[config.mk]
export PLATFORM = sky130hd
export DESIGN_NAME = axil_rd_arbiter
export DESIGN_NICKNAME = d
export VERILOG_FILES = /design/src/rtl/axil_rd_arbiter.sv
export SDC_FILE = /design/constraint.sdc
export NUM_CORES = 1
export LEC_CHECK = 0
export ABC_CLOCK_PERIOD_IN_PS = 1900
export BUFFER_PORTS_ARGS = -buffer_cell sky130_fd_sc_hd__buf_4
export CAP_MARGIN = 20
export CORE_MARGIN = 2
export CORE_UTILIZATION = 40
export CTS_BUF_LIST = sky130_fd_sc_hd__clkbuf_2 sky130_fd_sc_hd__clkbuf_4 sky130_fd_sc_hd__clkbuf_8
export DETAILED_ROUTE_END_ITERATION = 8
export HOLD_SLACK_MARGIN = 0.1
export MAX_ROUTING_LAYER = met4
export PLACE_DENSITY = 0.83
export SYNTH_ARGS = -nofsm -noshare
export SYNTH_HDL_FRONTEND = slang
export SYNTH_SLANG_ARGS = --single-unit
[constraint.sdc]
create_clock -name clk -period 1.9 [get_ports clk]
set_clock_uncertainty 0.05 [all_clocks]
set_input_delay 0 -clock clk [delete_from_list [all_inputs] [get_ports clk]]
set_output_delay 0 -clock clk [all_outputs]
set_load 0.01 [all_outputs]
[src/rtl/axil_rd_arbiter.sv]
// ---------------------------------------------------------------------------
// axil_rd_arbiter
//
// Shares one AXI4-Lite read port on the memory slave between two masters:
// the Fetch stage (master 0, "if") and the load/store unit (master 1, "ls").
// Only one read is in flight at a time. The LSU wins contested arbitrations,
// except that after STARVE_LIMIT consecutive contested LSU wins, fetch wins
// the next contested arbitration.
//
// Parameters
//   ADDR_WIDTH    width of every AR address
//   DATA_WIDTH    width of every R data bus
//   STARVE_LIMIT  contested LSU wins tolerated before fetch is forced (>=1)
//
// Ports
//   clk, rst                          clock, synchronous active-high reset
//   i_if_axil_ar*/o_if_axil_arready   fetch AR channel
//   o_if_axil_r*/i_if_axil_rready     fetch R channel
//   i_ls_axil_ar*/o_ls_axil_arready   LSU AR channel
//   o_ls_axil_r*/i_ls_axil_rready     LSU R channel
//   o_axil_ar*/i_axil_arready         slave AR channel (address/valid registered)
//   i_axil_r*/o_axil_rready           slave R channel
//   o_grant                           owner of current transaction (0 fetch, 1 LSU)
//   o_busy                            a transaction is in its address or data phase
// ---------------------------------------------------------------------------
module axil_rd_arbiter #(
    parameter int ADDR_WIDTH   = 32,
    parameter int DATA_WIDTH   = 32,
    parameter int STARVE_LIMIT = 4
) (
    input  logic                  clk,
    input  logic                  rst,

    input  logic [ADDR_WIDTH-1:0] i_if_axil_araddr,
    input  logic                  i_if_axil_arvalid,
    output logic                  o_if_axil_arready,
    output logic [DATA_WIDTH-1:0] o_if_axil_rdata,
    output logic                  o_if_axil_rvalid,
    input  logic                  i_if_axil_rready,

    input  logic [ADDR_WIDTH-1:0] i_ls_axil_araddr,
    input  logic                  i_ls_axil_arvalid,
    output logic                  o_ls_axil_arready,
    output logic [DATA_WIDTH-1:0] o_ls_axil_rdata,
    output logic                  o_ls_axil_rvalid,
    input  logic                  i_ls_axil_rready,

    output logic [ADDR_WIDTH-1:0] o_axil_araddr,
    output logic                  o_axil_arvalid,
    input  logic                  i_axil_arready,
    input  logic [DATA_WIDTH-1:0] i_axil_rdata,
    input  logic                  i_axil_rvalid,
    output logic                  o_axil_rready,

    output logic                  o_grant,
    output logic                  o_busy
);

    localparam int CW = $clog2(STARVE_LIMIT + 1);

    localparam logic [1:0] S_IDLE = 2'd0;
    localparam logic [1:0] S_ADDR = 2'd1;
    localparam logic [1:0] S_DATA = 2'd2;

    logic [1:0]    state;
    logic [CW-1:0] starve_cnt;

    logic starve_full;
    logic pick_ls;
    logic pick_if;
    logic in_idle;
    logic in_data;

    // Arbitration and channel steering. The LSU wins whenever it asks,
    // unless fetch is also asking and has already lost STARVE_LIMIT
    // contested rounds in a row. Master-facing handshake signals are
    // forced low while reset is asserted so no master sees a phantom
    // handshake during reset.
    always_comb begin
        starve_full = (starve_cnt == CW'(STARVE_LIMIT));
        pick_ls     = i_ls_axil_arvalid && !(i_if_axil_arvalid && starve_full);
        pick_if     = i_if_axil_arvalid && !pick_ls;
        in_idle     = (state == S_IDLE) && !rst;
        in_data     = (state == S_DATA) && !rst;

        o_if_axil_arready = in_idle && pick_if;
        o_ls_axil_arready = in_idle && pick_ls;

        o_axil_rready    = in_data && (o_grant ? i_ls_axil_rready : i_if_axil_rready);
        o_if_axil_rvalid = in_data && !o_grant && i_axil_rvalid;
        o_ls_axil_rvalid = in_data &&  o_grant && i_axil_rvalid;
    end

    // Read data fans out to both masters; only rvalid says whose it is.
    assign o_if_axil_rdata = i_axil_rdata;
    assign o_ls_axil_rdata = i_axil_rdata;
    assign o_busy          = (state != S_IDLE);

    // Transaction sequencing: accept one master request in IDLE, present
    // it to the slave from a register in ADDR, then forward the response
    // to the owner in DATA. The fetch starvation counter only moves in
    // IDLE; it clears whenever fetch is not asking or is granted, and
    // counts LSU wins taken while fetch was waiting.
    always_ff @(posedge clk) begin
        if (rst) begin
            state          <= S_IDLE;
            o_axil_arvalid <= 1'b0;
            o_axil_araddr  <= '0;
            o_grant        <= 1'b0;
            starve_cnt     <= '0;
        end else begin
            case (state)
                S_IDLE: begin
                    if (o_ls_axil_arready) begin
                        o_axil_araddr  <= i_ls_axil_araddr;
                        o_grant        <= 1'b1;
                        o_axil_arvalid <= 1'b1;
                        state          <= S_ADDR;
                    end else if (o_if_axil_arready) begin
                        o_axil_araddr  <= i_if_axil_araddr;
                        o_grant        <= 1'b0;
                        o_axil_arvalid <= 1'b1;
                        state          <= S_ADDR;
                    end

                    if (!i_if_axil_arvalid || o_if_axil_arready) begin
                        starve_cnt <= '0;
                    end else if (o_ls_axil_arready && !starve_full) begin
                        starve_cnt <= starve_cnt + CW'(1);
                    end
                end

                S_ADDR: begin
                    if (i_axil_arready) begin
                        o_axil_arvalid <= 1'b0;
                        state          <= S_DATA;
                    end
                end

                S_DATA: begin
                    if (i_axil_rvalid && o_axil_rready) begin
                        state <= S_IDLE;
                    end
                end

                default: begin
                    state          <= S_IDLE;
                    o_axil_arvalid <= 1'b0;
                end
            endcase
        end
    end

endmodule

==> reports/metrics.cfg, run 1 <==
[floorplan]
initial_core_util_pct=40.9
io_pins=208
dieHeight_um=83.9
die_x_um=83.9
row_count=29

[logic_synthesis]
synth_compound_area_share_pct=20.9
synth-async-reset-ratio_pct=0
muxShareOfSynthArea_pct=0.392
synth-xor-area-share_pct=0
yosys.area_share.simple_pct=22.2
synth_flop_cell=dfxtp_1
avgSynthCellArea_um2=8.42
synth_edf_count=0
synth_seq_cells=39
seq_area_frac_synth_pct=30.6
synth_warnings=0
synth_cell_type_count=32
synth_top_family_by_area=buffers and inverters
synth_cells=303
synthesis.nets=409
synthesis.area_um2=2550
synthAdderAreaFrac_pct=0.981

[cts]
ctsResizeCount=1
ctsHoldBuffers=101
cts_buffers=5
cts_sinks=39
cts_setup_buffers=0
htree_levels=2
cts-root-buf=clkbuf_8
clockBufferDepth=2

[run_status]
lastStage=clock tree synthesis (4_1_cts)
stop_error=[ERROR RSZ-0060] Max buffer count reached.
outcome=stopped before the end

[placed_design]
place_congestion=0.792
hpwl_um=4430
portBuffers=111

## per-stage QoR
stage                     area, um^2  utilization [%]  cells  setup slack, ns
after floorplan                 2550                -    303            0.219
after global placement          2960             47.4    411            0.203
after detailed placement        2960             47.4    411            0.135
## cells in the mapped netlist, types with 2 or more instances
master	count	area (um^2)
a21oi_1	7	35.0
a311oi_1	4	35.0
a311oi_2	28	420
and3_1	2	12.5
buf_2	4	20.0
buf_4	64	480
buf_6	4	45.0
clkbuf_1	18	67.6
dfxtp_1	39	781
ha_1	2	25.0
inv_1	6	22.5
nand2_1	68	255
nand4_1	2	12.5
nor2_1	3	11.3
nor2b_1	2	12.5
nor3_1	33	165
o21ai_0	2	10.0
## logic make-up after synthesis
group           after synthesis
compound gates               45
fa+ha+maj                     2
buf+inv                      96
flops                        39
mux                           1
simple gates                120
==> run 2, diff against run 1 <==
==> config.mk (replaced) <==
export PLATFORM = sky130hd
export DESIGN_NAME = axil_rd_arbiter
export DESIGN_NICKNAME = d
export VERILOG_FILES = /design/src/rtl/axil_rd_arbiter.sv
export SDC_FILE = /design/constraint.sdc
export NUM_CORES = 1
export LEC_CHECK = 0
export ABC_CLOCK_PERIOD_IN_PS = 1900
export BUFFER_PORTS_ARGS = -buffer_cell sky130_fd_sc_hd__buf_4
export CAP_MARGIN = 20
export CORE_MARGIN = 2
export CORE_UTILIZATION = 35
export DETAILED_ROUTE_END_ITERATION = 8
export PLACE_DENSITY_LB_ADDON = 0.15
export SYNTH_ARGS = -nofsm -noshare
export SYNTH_HDL_FRONTEND = slang
export SYNTH_SLANG_ARGS = --single-unit
==> reports/metrics.cfg, run 2 <==
[timing]
period_minus_slack_ns=1.80
fmax_mhz=555
maxSlewHeadroom_pct=69.7
fin_setup_tns_ns=0
rsz0062_at_grt=no
post-route-period-util_pct=94.9
tightest_slew_ns=0.455
setup_viol=0
drv_slew=0
hold_viol=0

[floorplan]
core-area_um2=7140
row_count=31  ; was 29
initial_core_util_pct=35.7  ; was 40.9%
dieHeight_um=89.4  ; was 83.9 um
die_x_um=89.4  ; was 83.9 um
io_pins=208  ; unchanged
dieArea_um2=7990

[cts]
cts_setup_buffers=0  ; unchanged
cts_buffers=5  ; unchanged
cts-root-buf=clkbuf_8  ; unchanged
htree_levels=2  ; unchanged
clkSlewWorstSetupHoldPaths_ns=0.08
cts_tree=built
cts_sinks=39  ; unchanged
clock_latency_ns=0.28
clockBufferDepth=2  ; unchanged

[logic_synthesis]
yosys.area.top_type_share_pct=30.6  ; unchanged
synth_cells=303  ; unchanged
synth_common_cells=nand2_1 (68), buf_4 (64), dfxtp_1 (39)  ; unchanged
synth-async-reset-ratio_pct=0  ; unchanged
synth_flop_cell=dfxtp_1  ; unchanged
avgSynthCellArea_um2=8.42  ; unchanged
synth_seq_cells=39  ; unchanged
synth_edf_count=0  ; unchanged
synth_warnings=0  ; unchanged
yosysTopAreaCell=dfxtp_1  ; unchanged
synth_cell_type_count=32  ; unchanged
synth.area.top_cells=dfxtp_1 (31%), buf_4 (19%), a311oi_2 (16%)  ; unchanged
synthesis.nets=409  ; unchanged
seq_area_frac_synth_pct=30.6  ; unchanged
synthesis.area_um2=2550  ; unchanged
yosysMostFrequentCell=nand2_1  ; unchanged

[grt]
grt_pass1_wl_um=10900
gr-total-overflow=0
grt_max_degree=33
grt_pass1_vias=2329
grt_usage_pct=17.2
antenna_found_initial=0

[pwr]
ir_worst_vdd_uv=248
p_leak_nw=1.57
p_per_area_nw_per_um2=618

[worst_hold_path]
whs_path_depth=2
hp-class=input pin to register

[finish]
final_cells=508
top_regs=o_axil_araddr x32, starve_cnt x3, state x2
multi_input_area_um2=1140
top_register=o_axil_araddr
fin_nets=515
area_growth_syn_to_layout_pct=47.2
seqCellArea_um2=783
nFillCells=702
diodes=0
layout_common_cells=buf_4 (121), nand2_1 (68), dlygate4sd3_1 (66)
drive_above_1_share_pct=40.1
layout_commonest_cell=buf_4
largest_reg_flops=32

[placed_design]
hpwl_um=4540  ; was 4430 um
dp_cells=435  ; was 411
place_congestion=0.749  ; was 0.792
portBuffers=111  ; unchanged

[routing]
routedWlPerCell_um=14.1
vias=2419
vias_per_cell=4.76
antenna_left=0
drt_wl_total_um=7170
first_iter_violations=89
drc_errors=0
dr.pass1.iters=4

[worst_setup_path]
path_common_cell=buf_4
r2r_slack_ns=0.29
crit_arrival_ns=1.75
crit_type=register to primary output
worstPathMaxFanout=18
path_cells=or4b_1 > buf_4 > a21oi_1 > buf_4
slowest_stage=or4b_1
setup.worst_path.end_class=primary output
crit_required_ns=1.85
worstSetupStartpointType=register
rr_worst_depth=6
cp_slowest_stage_delay_ns=0.57

[flow_run]
cap_violations=0

[run_status]
outcome=finished, final reports clean  ; was stopped before the end

-- run 2: final cells by class --
class | instances | share of cell area [%]
clock buffers | 6 | 2.20
clock inverters | 1 | 0.133
inverters | 6 | 0.600
multi-input cells | 168 | 30.3
flip-flops and latches | 39 | 20.9
well taps | 99 | 3.30
repair buffers | 189 | 42.6
-- run 2: path summary, 6_finish.rpt --
| path | from | endpoint |
|---|---|---|
| setup / recovery | state[0]$_SDFFE_PP0P_ | o_if_axil_arready |
| hold / removal | rst | starve_cnt[2]$_SDFFE_PP0P_ |
| setup reg to reg | starve_cnt[0]$_SDFFE_PP0P_ | o_axil_araddr[8]$_SDFFE_PP0P_ |
| hold reg to reg | starve_cnt[1]$_SDFFE_PP0P_ | starve_cnt[1]$_SDFFE_PP0P_ |
-- run 2: cells by family (layout without fill, tap and decap cells) --
kind of cell	after synthesis	in the layout	synth area share (%)
AOI/OAI and AO/OA	45	45	20.9
adders and majority gates	2	2	0.981
buffers and inverters	96	202	24.9
DFF	39	39	30.6
muxes	1	1	0.392
and+or+nand+nor	120	120	22.2
-- run 2: repair_timing --
| item | CTS | global route |
|---|---|---|
| hold buffers | 65 | 1 |
| endpoints found under the setup margin | 1 | 1 |
| resized for setup | 1 | 3 |
| gates cloned | 0 | 0 |
| endpoints found under the hold margin | 99 | 1 |
-- run 2: routing by layer --
layer,up-vias,global-route usage [%],wire [um]
li1,1197,-,-
met1,1107,21.8,3130
met2,109,30.0,3500
met3,6,3.32,509
met4,0,3.80,33
met5,-,0,0
-- run 2: power by group --
| group | total, mW | switching [mW] | internal [mW] |
|---|---|---|---|
| clock network | 0.569 | 0.284 | 0.285 |
| registers | 0.955 | 0.0541 | 0.901 |
| logic | 0.794 | 0.370 | 0.424 |
-- run 2: metrics by stage --
step	setup slack [ns]	power [mW]	utilization, %	instance area, um^2	hold WS (ns)
floorplan	0.219	1.44	-	2550	0.0275
global placement	0.271	1.60	42.0	3000	-0.0499
detailed placement	0.180	1.61	42.0	3000	-0.0499
CTS	0.0137	2.35	52.4	3740	0.00342
global route	0.0188	2.46	52.6	3750	0.00942
finish	0.0975	2.32	52.6	3750	0.0136
-- run 2: worst max-delay path, delay by kind of cell (launching register included) --
| family | cells | cell delay [ns] |
|---|---|---|
| and+or+nand+nor | 1 | 0.57 |
| AOI/OAI and AO/OA | 1 | 0.15 |
| buffers and inverters | 2 | 0.38 |
| DFF | 1 | 0.37 |
Power figures use the tool's default switching activity.
